--- src/rtl/character_pkg.sv ---
// Shared constants, sprite bitmap and FSM encoding for the character
// draw/erase blocks. Both blocks import this so geometry and background
// colour can never drift apart.
package character_pkg;

   localparam int CHAR_W = 9;
   localparam int CHAR_H = 5;

   localparam logic [1:0] POS0 = 2'd0;
   localparam logic [1:0] POS1 = 2'd1;
   localparam logic [1:0] POS2 = 2'd2;
   localparam logic [1:0] POS3 = 2'd3;

   localparam logic [7:0] POS_X0 = 8'd6;
   localparam logic [7:0] POS_X1 = 8'd24;
   localparam logic [7:0] POS_X2 = 8'd78;
   localparam logic [7:0] POS_X3 = 8'd132;

   localparam logic [6:0] BASE_Y   = 7'd102;
   localparam logic [2:0] FG_COLOR = 3'b111;
   localparam logic [2:0] BG_COLOR = 3'b011;

   // Last column / row of the scan, sized to the counters.
   localparam logic [3:0] LAST_COL = 4'(CHAR_W - 1);
   localparam logic [2:0] LAST_ROW = 3'(CHAR_H - 1);

   // SPRITE[row][8-col]: column 0 is the MSB of each row.
   localparam logic [CHAR_H-1:0][CHAR_W-1:0] SPRITE = {
      9'b010000010,   // row 4
      9'b001111100,   // row 3
      9'b111111111,   // row 2
      9'b001111100,   // row 1
      9'b000111000    // row 0
   };

   typedef enum logic [1:0] {
      ST_IDLE = 2'd0,
      ST_DRAW = 2'd1,
      ST_DONE = 2'd2
   } state_e;

   // Left edge of the sprite for a lane position.
   function automatic logic [7:0] pos_x(input logic [1:0] pos);
      logic [7:0] x;
      case (pos)
         POS0:    x = POS_X0;
         POS1:    x = POS_X1;
         POS2:    x = POS_X2;
         default: x = POS_X3;
      endcase
      return x;
   endfunction

endpackage

--- src/rtl/character_sprite_rom.sv ---
// Combinational lookup of one sprite pixel; addresses outside the 9x5
// bitmap read as 0 (background).
module character_sprite_rom
   import character_pkg::*;
(
   input  logic [2:0] row_i,
   input  logic [3:0] col_i,
   output logic       pix_o
);

   logic [CHAR_W-1:0] row_bits;

   // Select the row, then the column bit (column 0 is the MSB).
   always_comb begin
      row_bits = '0;
      case (row_i)
         3'd0:    row_bits = SPRITE[0];
         3'd1:    row_bits = SPRITE[1];
         3'd2:    row_bits = SPRITE[2];
         3'd3:    row_bits = SPRITE[3];
         3'd4:    row_bits = SPRITE[4];
         default: row_bits = '0;
      endcase
      pix_o = 1'b0;
      if (col_i <= LAST_COL) begin
         pix_o = row_bits[LAST_COL - col_i];
      end
   end

endmodule

--- src/rtl/draw_character.sv ---
// Streams the 9x5 player sprite at one of four lane positions into the
// VGA write port, one pixel per clock, with a Start/DoneDrawing handshake.
module draw_character
   import character_pkg::*;
(
   input  logic       Clock,
   input  logic       Reset,
   input  logic       Start,
   input  logic [3:0] CurrState,
   output logic [7:0] XOut,
   output logic [6:0] YOut,
   output logic [2:0] Color,
   output logic       Plot,
   output logic       Busy,
   output logic       DoneDrawing
);

   state_e     state_q;
   logic [7:0] base_q, base_d;
   logic [3:0] col_q, col_d;
   logic [2:0] row_q, row_d;
   logic       pix;

   // Address of the pixel to present next: (0,0) when launching from IDLE,
   // otherwise the row-major successor of the pixel currently on the port.
   always_comb begin
      base_d = base_q;
      col_d  = col_q + 4'd1;
      row_d  = row_q;
      if (state_q == ST_IDLE) begin
         base_d = pos_x(CurrState[1:0]);
         col_d  = '0;
         row_d  = '0;
      end else if (col_q == LAST_COL) begin
         col_d = '0;
         row_d = row_q + 3'd1;
      end
   end

   character_sprite_rom u_rom (
      .row_i (row_d),
      .col_i (col_d),
      .pix_o (pix)
   );

   // Control FSM with registered pixel outputs; the pixel shown during a
   // DRAW cycle was computed on the edge that entered that cycle.
   always_ff @(posedge Clock) begin
      if (Reset) begin
         state_q     <= ST_IDLE;
         base_q      <= '0;
         col_q       <= '0;
         row_q       <= '0;
         XOut        <= '0;
         YOut        <= '0;
         Color       <= BG_COLOR;
         Plot        <= 1'b0;
         Busy        <= 1'b0;
         DoneDrawing <= 1'b0;
      end else begin
         case (state_q)
            ST_IDLE: begin
               Plot        <= 1'b0;
               DoneDrawing <= 1'b0;
               if (Start) begin
                  Busy <= 1'b1;
                  if (CurrState <= 4'd3) begin
                     state_q <= ST_DRAW;
                     base_q  <= base_d;
                     col_q   <= col_d;
                     row_q   <= row_d;
                     XOut    <= base_d + {4'd0, col_d};
                     YOut    <= BASE_Y + {4'd0, row_d};
                     Color   <= pix ? FG_COLOR : BG_COLOR;
                     Plot    <= 1'b1;
                  end else begin
                     // Invalid lane: finish immediately without plotting.
                     state_q     <= ST_DONE;
                     DoneDrawing <= 1'b1;
                  end
               end
            end
            ST_DRAW: begin
               if (col_q == LAST_COL && row_q == LAST_ROW) begin
                  state_q     <= ST_DONE;
                  Plot        <= 1'b0;
                  DoneDrawing <= 1'b1;
               end else begin
                  col_q <= col_d;
                  row_q <= row_d;
                  XOut  <= base_q + {4'd0, col_d};
                  YOut  <= BASE_Y + {4'd0, row_d};
                  Color <= pix ? FG_COLOR : BG_COLOR;
                  Plot  <= 1'b1;
               end
            end
            ST_DONE: begin
               state_q     <= ST_IDLE;
               DoneDrawing <= 1'b0;
               Busy        <= 1'b0;
            end
            default: begin
               state_q     <= ST_IDLE;
               Plot        <= 1'b0;
               Busy        <= 1'b0;
               DoneDrawing <= 1'b0;
            end
         endcase
      end
   end

endmodule

--- config.mk ---
export PLATFORM = sky130hd
export DESIGN_NAME = draw_character
export DESIGN_NICKNAME = d
export VERILOG_FILES = /design/src/rtl/character_pkg.sv /design/src/rtl/character_sprite_rom.sv /design/src/rtl/draw_character.sv
export SDC_FILE = /design/constraint.sdc
export NUM_CORES = 1
export LEC_CHECK = 0
export ABC_CLOCK_PERIOD_IN_PS = 3400
export BUFFER_PORTS_ARGS = -buffer_cell sky130_fd_sc_hd__buf_4
export CAP_MARGIN = 40
export CORE_MARGIN = 3
export CORE_UTILIZATION = 25
export CTS_BUF_LIST = sky130_fd_sc_hd__clkbuf_4 sky130_fd_sc_hd__clkbuf_8 sky130_fd_sc_hd__clkbuf_16
export DETAILED_ROUTE_END_ITERATION = 7
export REMOVE_ABC_BUFFERS = 1
export SYNTH_ARGS = -nofsm -noshare
export SYNTH_HDL_FRONTEND = slang
export SYNTH_SLANG_ARGS = --single-unit
--- constraint.sdc ---
create_clock -name Clock -period 3.4 [get_ports Clock]
set_input_delay 0.34 -clock Clock [delete_from_list [all_inputs] [get_ports Clock]]
set_output_delay 0.34 -clock Clock [all_outputs]
set_load 0.02 [all_outputs]
==> results.yml, run 1 <==
power:
  p_clk_share_pct: 34.9
  internal_power_mw: 0.610
  max-vdd-ir-drop_mv: 0.184
  p_sw_mw: 0.261
  p_seq_share_pct: 47.5
  p_comb_share_pct: 17.6
  p_sw_share_pct: 30.0
  power_mw: 0.871
  leakage_nw: 0.938
  p_per_area_mw_per_mm2: 390
floorplan:
  dieWidth_um: 93.4
  die-area_sq_mm: 0.00872
  io_pins: 28
  row_count: 31
  core_area_sq_mm: 0.00733
  initial_utilization_pct: 26.0
  die_h_um: 93.4
yosys:
  synth_most_common_cell: "dfxtp_1"
  synth_top_area_share_pct: 34.6
  synth_common_cells: "dfxtp_1 (33), nor2_1 (30), nand2_1 (29), a21oi_1 (21), ha_1 (14)"
  ys.flop_type: "dfxtp_1"
  synth-xor-area-share_pct: 5.05
  synth.yosys.seq_area_share_pct: 34.6
  synth.area.top_cells: "dfxtp_1 (35%), ha_1 (9.2%), nor2_1 (5.9%)"
  synth_mux_area_share_pct: 1.57
  synth_top_family_by_area: "simple AND/OR/NAND/NOR gates"
  synthAdderAreaFrac_pct: 10.2
  avgSynthCellArea_sq_um: 7.99
  syn_inst: 239
  synth_top_area_cell: "dfxtp_1"
  syn_area_sq_mm: 0.00191
  synth_edf_count: 0
  yosysWarnings: 0
  yosysUniqueCellTypes: 49
  synthSimpleGateAreaFrac_pct: 24.3
  synthArstFlopShare_pct: 0
  synth_seq_cells: 33
  synth_compound_area_share_pct: 17.3
global_routing:
  grt_pass1_vias: 1608
  grt_pass1_wl_um: 7550
  grt.overflow.total: 0
  grt_usage_pct: 10.8
  antenna_found_initial: 0
  grt_max_degree: 31
sta:
  post-route-period-util_pct: 84.8
  hold_viol: 0
  tns_ns: 0
  worst_slack_ns: 0.517
  rsz0062_at_grt: "no"
  setup_viol_count_final: 0
  skew_ns: 0.0107
  max_freq_ghz: 0.347
  final_max_slew_viol_count: 0
  slew_headroom_pct: 52.7
  fin_crit_ns: 2.88
  tightestPinTransition_ns: 0.707
setup_path:
  cp_top_family: "adder cells"
  cp-start-kind: "flop"
  critical_path.max_stage_delay_ns: 0.40
  cp.required_ns: 3.62
  critPathBufInv: 2
  rrSetupSlack_ns: 0.52
  r2r_end: "XOut[6]"
  worstPathArrival_ns: 3.11
  endpoint_kind: "flop"
  crit_chain: "inv_1 > ha_1 > nand3b_1 > nand3_1 > inv_1 > ha_1 > fa_1 > a21o_1 > a21oi_1 > nor2_1 > xnor2_1 > a211o_1 > a21oi_1"
  path_depth: 13
  reg2reg_depth: 13
  endpoint: "XOut[6]"
  path_max_fanout: 5
  crit_path_start: "col_q[0]"
  r2r_start: "col_q[0]"
  worstSetupPathType: "reg2reg"
  cp_slowest_cell: "fa_1"
worst_hold_path:
  hold_class: "in2reg"
  hp-start: "Start"
cells_and_area:
  final_cells: 358
  fillCellCount: 808
  nets: 280
  diodes: 0
  areaGrowthSynthToFinish_pct: 17.0
  multi_input_comb_area_sq_mm: 0.00113
  final_area_sq_mm: 0.00223
  seq_area_sq_um: 661
  drive_gt1_share_pct: 14.7
clock_network:
  htreeDepth: 2
  cts_buffer_depth: 2
  cts_sinks: 33
  post-cts-setup-buffers: 0
  clock-root-buffer: "clkbuf_8"
  clock_latency_ns: 0.30
  cts_buffers: 5
  cts_tree: "done"
  cts_hold_buffers: 0
  cts-resized-gates: 0
  path_clk_slew_ns: 0.08
place:
  dp_cells: 350
  dpl_cell_area_sq_mm: 0.00215
  finalWeightedCongestion: 0.815
  dp_slack_ns: 0.558
  port_buffers: 24
  hpwlAfterDp_um: 3260
routing:
  dr.pass1.iters: 4
  vias_per_cell: 4.70
  drtAntennaViolNets: 0
  wl_per_cell_um: 12.3
  drcViolationCount: 0
  drt_wl_total_um: 4410
  drt_iter0_drc: 81
  vias: 1681
run:
  drv_cap: 0
run_status:
  status: "completed"
cell type report:
type | instances | area share, %
inverter | 11 | 1.85
clock inverter | 2 | 0.448
sequential | 33 | 29.6
multi-input combinational | 181 | 50.4
clock buffer | 6 | 3.42
tap | 99 | 5.54
timing repair buffer | 26 | 8.73
kinds of logic after synthesis:
family,after synthesis
buffers and inverters,26
AND/OR/NAND/NOR,99
flip-flops,33
adder cells (fa/ha/maj),15
XOR/XNOR,11
AO/OA/AOI/OAI,50
other,2
multiplexers,3
worst reg2reg max path, stage by stage, from the launching register on:
cell,delay [ns]
dfxtp_1,0.36
inv_1,0.11
ha_1,0.23
nand3b_1,0.18
nand3_1,0.20
inv_1,0.10
ha_1,0.24
fa_1,0.40
a21o_1,0.17
a21oi_1,0.20
nor2_1,0.09
xnor2_1,0.12
a211o_1,0.29
a21oi_1,0.12
metrics by stage:
stage / hold slack [ns] / util [%]
final: 0.363 / 30.5
after global routing: 0.412 / 30.5
after detailed placement: 0.461 / 29.3
after floorplan: 0.409 / -
after CTS: 0.364 / 30.5
after global placement: 0.448 / 29.3
state kept, by name, summed over array words and instances, names as in the netlist, 2 cells and up:
name     flops
XOut         8
base_q       8
YOut         4
col_q        4
row_q        3
state_q      2
worst min-delay path by stage:
stage               cells after the start  slack, ns      end
detailed placement                      2       0.46  XOut[0]
floorplan                               1       0.41     Plot
CTS                                     3       0.36     Busy
global route                            3       0.41     Busy
finish                                  3       0.36     Busy
global placement                        2       0.45  XOut[0]
layout by cell type (no fill, tap or decap), drive strengths merged, types with 2 or more instances in the layout:
cell type,count
conb,3
o31ai,2
a21oi,21
nand3,8
clkinv,2
nor2,30
and2,2
a211oi,8
o21ai,2
inv,11
mux2i,3
nand3b,2
a211o,3
a21o,2
xor2,5
nor4,3
o22ai,2
and3,2
or2,3
nand2,29
a31oi,2
dfxtp,33
clkbuf,6
ha,14
nor3,9
buf,26
xnor2,6
nor2b,2
per-layer routing:
metal	routed length (um)	up-vias	track usage [%]
met2	2010	34	17.2
li1	-	858	-
met5	0	-	0
met3	185	5	2.41
met1	2170	784	14.4
met4	52	0	3.66
power by group through the flow:
stage	sequential [mW]	clock [mW]	combinational [mW]
global route	0.415	0.325	0.172
CTS	0.414	0.311	0.155
detailed placement	0.422	0	0.154
global placement	0.422	0	0.153
finish	0.413	0.304	0.153
floorplan	0.436	0	0.0820
(Power assumes the default switching activity.)
==> run 2, diff against run 1 <==
--- a/config.mk
+++ b/config.mk
@@ -5,7 +5,8 @@
 export SDC_FILE = /design/constraint.sdc
 export NUM_CORES = 1
 export LEC_CHECK = 0
-export ABC_CLOCK_PERIOD_IN_PS = 3400
+export ABC_AREA = 1
+export ABC_CLOCK_PERIOD_IN_PS = 2700
 export BUFFER_PORTS_ARGS = -buffer_cell sky130_fd_sc_hd__buf_4
 export CAP_MARGIN = 40
 export CORE_MARGIN = 3
==> constraint.sdc (replaced) <==
create_clock -name Clock -period 2.7 [get_ports Clock]
set_input_delay 0.27 -clock Clock [delete_from_list [all_inputs] [get_ports Clock]]
set_output_delay 0.27 -clock Clock [all_outputs]
set_load 0.02 [all_outputs]
==> results.yml, run 2 <==
routing:
  vias: 1720
  vias_per_cell: 4.38
  drtAntennaViolNets: 0
  drt_iter0_drc: 86
  dr.pass1.iters: 4
  wl_per_cell_um: 11.0
  drcViolationCount: 0
  drt_wl_total_um: 4320
cells_and_area:
  seq_area_sq_um: 661
  final_common_cell: "nand2_1"
  final_area_sq_mm: 0.00228
  drive_gt1_share_pct: 17.3
  areaGrowthSynthToFinish_pct: 15.8
  mostFrequentLayoutCells: "nand2_1 (48), inv_1 (41), dfxtp_1 (33)"
  multi_input_comb_area_sq_mm: 0.00106
  nets: 317
  diodes: 0
  post-route-util_pct: 30.7
  top_regs: "XOut (8), base_q (8)"
  fillCellCount: 814
yosys:
  syn_inst: 274
  synth-xor-area-share_pct: 1.33
  synth_seq_cells: 33
  synth.area.top_cells: "dfxtp_1 (34%), nand2_1 (9.1%), ha_1 (8.9%)"
  synth_top_area_cell: "dfxtp_1"
  yosysUniqueCellTypes: 35
  ys.flop_type: "dfxtp_1"
  synth_top_family_by_area: "simple AND/OR/NAND/NOR gates"
  synth_edf_count: 0
  synthAdderAreaFrac_pct: 9.90
  synthSimpleGateAreaFrac_pct: 24.9
  synth_mux_area_share_pct: 0
  synth_most_common_cell: "nand2_1"
  syn_area_sq_mm: 0.00197
  avgSynthCellArea_sq_um: 7.20
  synth_common_cells: "nand2_1 (48), inv_1 (41), dfxtp_1 (33), nor2_1 (31), o21ai_0 (22)"
  synth.yosys.seq_area_share_pct: 33.5
  yosysWarnings: 0
  synthArstFlopShare_pct: 0
  synth_compound_area_share_pct: 17.1
  synth_top_area_share_pct: 33.5
place:
  dpl_cell_area_sq_mm: 0.00221
  finalWeightedCongestion: 0.822
  port_buffers: 24
  hpwlAfterDp_um: 3330
power:
  p_per_area_mw_per_mm2: 513
  max-vdd-ir-drop_mv: 0.256
  power_mw: 1.17
  leakage_nw: 1.12
sta:
  max_freq_ghz: 0.406
  setup_viol_count_final: 0
  tns_ns: 0
  rsz0062_at_grt: "no"
  skew_ns: 0.00241
  holdWs_ns: 0.256
  hold_viol: 0
  post-route-period-util_pct: 91.1
  slew_headroom_pct: 58.6
  fin_crit_ns: 2.46
  tightestPinTransition_ns: 0.621
  final_max_slew_viol_count: 0
floorplan:
  initial_utilization_pct: 26.5
  row_count: 31
  dieWidth_um: 94.8
  die_h_um: 94.8
  core_area_sq_mm: 0.00745
  die-area_sq_mm: 0.00899
  io_pins: 28
clock_network:
  htreeDepth: 2
  cts_buffer_depth: 2
  cts-resized-gates: 0
  cts_sinks: 33
  clock-root-buffer: "clkbuf_8"
  cts_hold_buffers: 0
  cts_buffers: 5
  cts_tree: "done"
  post-cts-setup-buffers: 0
  clock_latency_ns: 0.28
  path_clk_slew_ns: 0.06
setup_path:
  cp-start-kind: "flop"
  worstPathArrival_ns: 2.67
  path_max_fanout: 10
  worstSetupPathType: "reg2reg"
  cp.required_ns: 2.91
  endpoint_kind: "flop"
global_routing:
  grt_usage_pct: 10.2
  grt.overflow.total: 0
  grt_pass1_wl_um: 7200
  grt_max_degree: 21
  antenna_found_initial: 0
  grt_pass1_vias: 1575
run:
  drv_cap: 0
worst_hold_path:
  hold_class: "in2reg"
run_status:
  status: "completed"
## run 2: cell types whose count changed in the layout (fill, tap and decap cells not counted), moves of 5 or more
| cell | change |
|---|---|
| nand2_1 | +19 |
| nand2_2 | +5 |
| o21ai_0 | +20 |
| a211oi_1 | -5 |
| inv_1 | +30 |
| nor3_1 | -8 |
## run 2: per-layer routing
metal  up-vias  share of wire, %  global-route usage [%]
li1        913                 -                       -
met1       771                46                    12.8
met2        31                49                    17.1
met3         5               4.2                    2.47
met4         0               1.1                    2.88
met5         -                 0                       0
## run 2: final cells by class
type / count / area share [%]
clock buffers: 5 / 3.01
clock inverters: 1 / 0.219
inverters: 45 / 7.40
multi-input cells: 184 / 46.5
flip-flops and latches: 33 / 28.9
well taps: 99 / 5.42
repair buffers: 26 / 8.55
## run 2: stage by stage
stage | setup slack, ns | cells
6_report | 0.240 | 393
5_1_grt | 0.0656 | 393
4_1_cts | 0.229 | 393
3_5_place_dp | 0.246 | 387
3_3_place_gp | 0.373 | 387
2_1_floorplan | 0.488 | 262
## run 2: critical path, cell delays in order, from the launching register on
cell and delay [ns]:
dfxtp_1 0.34, inv_1 0.12, ha_1 0.22, nand3_4 0.18
nand3_2 0.16, inv_1 0.09, ha_1 0.23, fa_1 0.40
a31oi_1 0.26, nor3_2 0.08, xor2_1 0.14, a21oi_1 0.16
## run 2: kinds of logic (layout without fill, tap and decap cells)
family                   Yosys count  after routing
buffers and inverters             58             77
other                              2              3
AND/OR/NAND/NOR                  106            106
flip-flops                        33             33
AO/OA/AOI/OAI                     57             57
XOR/XNOR                           3              3
adder cells (fa/ha/maj)           15             15
## run 2: final timing paths
path	endpoint	from	slack (ns)	depth (start not counted)
min	Busy	Start	0.26	3
min reg2reg	base_q[5]	base_q[5]	0.46	2
max	XOut[6]	col_q[0]	0.24	11
max reg2reg	XOut[6]	col_q[0]	0.24	11
## run 2: report_power, final
group	switching (mW)	total [mW]	internal, mW
sequential	0.0220	0.542	0.520
clock	0.166	0.336	0.169
combinational	0.189	0.294	0.105
==> run 3, diff against run 2 <==
--- a/config.mk
+++ b/config.mk
@@ -13,6 +13,7 @@
 export CORE_UTILIZATION = 25
 export CTS_BUF_LIST = sky130_fd_sc_hd__clkbuf_4 sky130_fd_sc_hd__clkbuf_8 sky130_fd_sc_hd__clkbuf_16
 export DETAILED_ROUTE_END_ITERATION = 7
+export PLACE_DENSITY = 0.47
 export REMOVE_ABC_BUFFERS = 1
 export SYNTH_ARGS = -nofsm -noshare
 export SYNTH_HDL_FRONTEND = slang
==> results.yml, run 3 (synthesis gave the netlist of run 2 again) <==
clock_network:
  post-cts-setup-buffers: 0
  cts_buffer_depth: 2
  clock-root-buffer: "clkbuf_8"
  cts_buffers: 5
  cts_hold_buffers: 0
  clock_latency_ns: 0.28
  cts_sinks: 33
  cts-resized-gates: 0
  htreeDepth: 2
  path_clk_slew_ns: 0.07
  cts_tree: "done"
floorplan:
  core_area_sq_mm: 0.00745
  die-area_sq_mm: 0.00899
  dieWidth_um: 94.8
  die_h_um: 94.8
  initial_utilization_pct: 26.5
  row_count: 31
  io_pins: 28
setup_path:
  r2r_start: "col_q[0]"
  cp_slowest_cell: "fa_1"
  endpoint_kind: "flop"
  worstPathArrival_ns: 2.65
  cp.required_ns: 2.92
  cp-start-kind: "flop"
  critical_path.max_stage_delay_ns: 0.41
  worstSetupPathType: "reg2reg"
  path_max_fanout: 10
  crit_path_start: "col_q[0]"
  crit_chain: "inv_1 > ha_1 > nand3_4 > nand3_2 > inv_1 > ha_1 > fa_1 > a31oi_1 > nor3_2 > xor2_1 > a21oi_1"
sta:
  post-route-period-util_pct: 90.2
  skew_ns: 0.00307
  tns_ns: 0
  hold_viol: 0
  max_freq_ghz: 0.411
  worst_slack_ns: 0.265
  fin_crit_ns: 2.44
  tightestPinTransition_ns: 0.589
  rsz0062_at_grt: "no"
  final_max_slew_viol_count: 0
  slew_headroom_pct: 60.7
  setup_viol_count_final: 0
place:
  finalWeightedCongestion: 0.798
  dpl_cell_area_sq_mm: 0.00222
  port_buffers: 24
  hpwlAfterDp_um: 3280
  dp_slack_ns: 0.266
global_routing:
  grt.overflow.total: 0
  grt_pass1_vias: 1638
  grt_util_met1_pct: 13.6
  grt.met2_usage_pct: 16.7
  grt_max_degree: 21
  grt-busiest-layer: "met2"
  grt_pass1_wl_um: 7410
  antenna_found_initial: 0
  grt_usage_pct: 10.4
  met3_usage_pct: 2.79
routing:
  drtAntennaViolNets: 0
  wl_per_cell_um: 10.9
  drt_iter0_drc: 65
  vias: 1693
  vias_per_cell: 4.29
  dr.pass1.iters: 4
  drt_wl_total_um: 4320
  drcViolationCount: 0
power:
  p_comb_share_pct: 24.1
  p_seq_share_pct: 44.3
  internal_power_mw: 0.839
  p_sw_share_pct: 31.3
  leakage_nw: 1.14
  power_mw: 1.22
  max-vdd-ir-drop_mv: 0.301
  p_sw_mw: 0.382
  p_per_area_mw_per_mm2: 529
  p_clk_share_pct: 31.5
run_status:
  status: "completed"
cells_and_area:
  multi_input_comb_area_sq_mm: 0.00106
  nets: 318
  final_area_sq_mm: 0.00231
  final_common_cell: "nand2_1"
  mostFrequentLayoutCells: "nand2_1 (48), inv_1 (41), dfxtp_1 (33)"
  diodes: 0
  fillCellCount: 866
  areaGrowthSynthToFinish_pct: 17.0
  seq_area_sq_um: 661
  top_regs: "XOut (8), base_q (8)"
  drive_gt1_share_pct: 17.9
worst_hold_path:
  hold_class: "in2reg"
  hp-start: "Start"
run:
  drv_cap: 0
==> run 3: area by class of cell <==
class,count,share of cell area (%)
timing repair buffer,27,8.79
tap,99,5.37
sequential,33,28.6
inverter,45,7.32
clock buffer,7,3.90
multi-input combinational,184,46.0
==> run 3: final timing paths <==
path | to | slack [ns] | cells after the start
max | XOut[6] | 0.26 | 11
min | Busy | 0.25 | 3
max reg2reg | XOut[6] | 0.26 | 11
min reg2reg | base_q[5] | 0.46 | 2
==> run 3: power by group through the flow <==
stage | clock network, mW | registers, mW | logic, mW
after floorplan | 0 | 0.576 | 0.175
after global routing | 0.416 | 0.547 | 0.334
final | 0.385 | 0.541 | 0.295
after detailed placement | 0 | 0.552 | 0.298
after global placement | 0 | 0.552 | 0.301
after CTS | 0.402 | 0.542 | 0.299
==> run 3: critical path: cells and delay by family (launching register included) <==
family | cells | cell delay, ns
fa+ha+maj | 3 | 0.86
simple gates | 3 | 0.41
compound gates | 2 | 0.40
flops | 1 | 0.34
buf+inv | 2 | 0.21
xor+xnor | 1 | 0.14
==> run 3: through the flow <==
| stage | hold WS (ns) | utilization, % | std cells |
|---|---|---|---|
| 6_report | 0.247 | 31.0 | 395 |
| 5_1_grt | 0.263 | 31.0 | 395 |
| 4_1_cts | 0.245 | 31.0 | 395 |
| 3_5_place_dp | 0.453 | 29.8 | 388 |
| 3_3_place_gp | 0.449 | 29.8 | 388 |
| 2_1_floorplan | 0.332 | - | 262 |
==> run 3: routing by layer <==
layer  part of all wire (%)  wire length, um  vias up
li1                       -                -      918
met1                     51             2220      742
met2                     43             1870       27
met3                    4.1              179        6
met4                    1.2               52        0
met5                      0                0        -
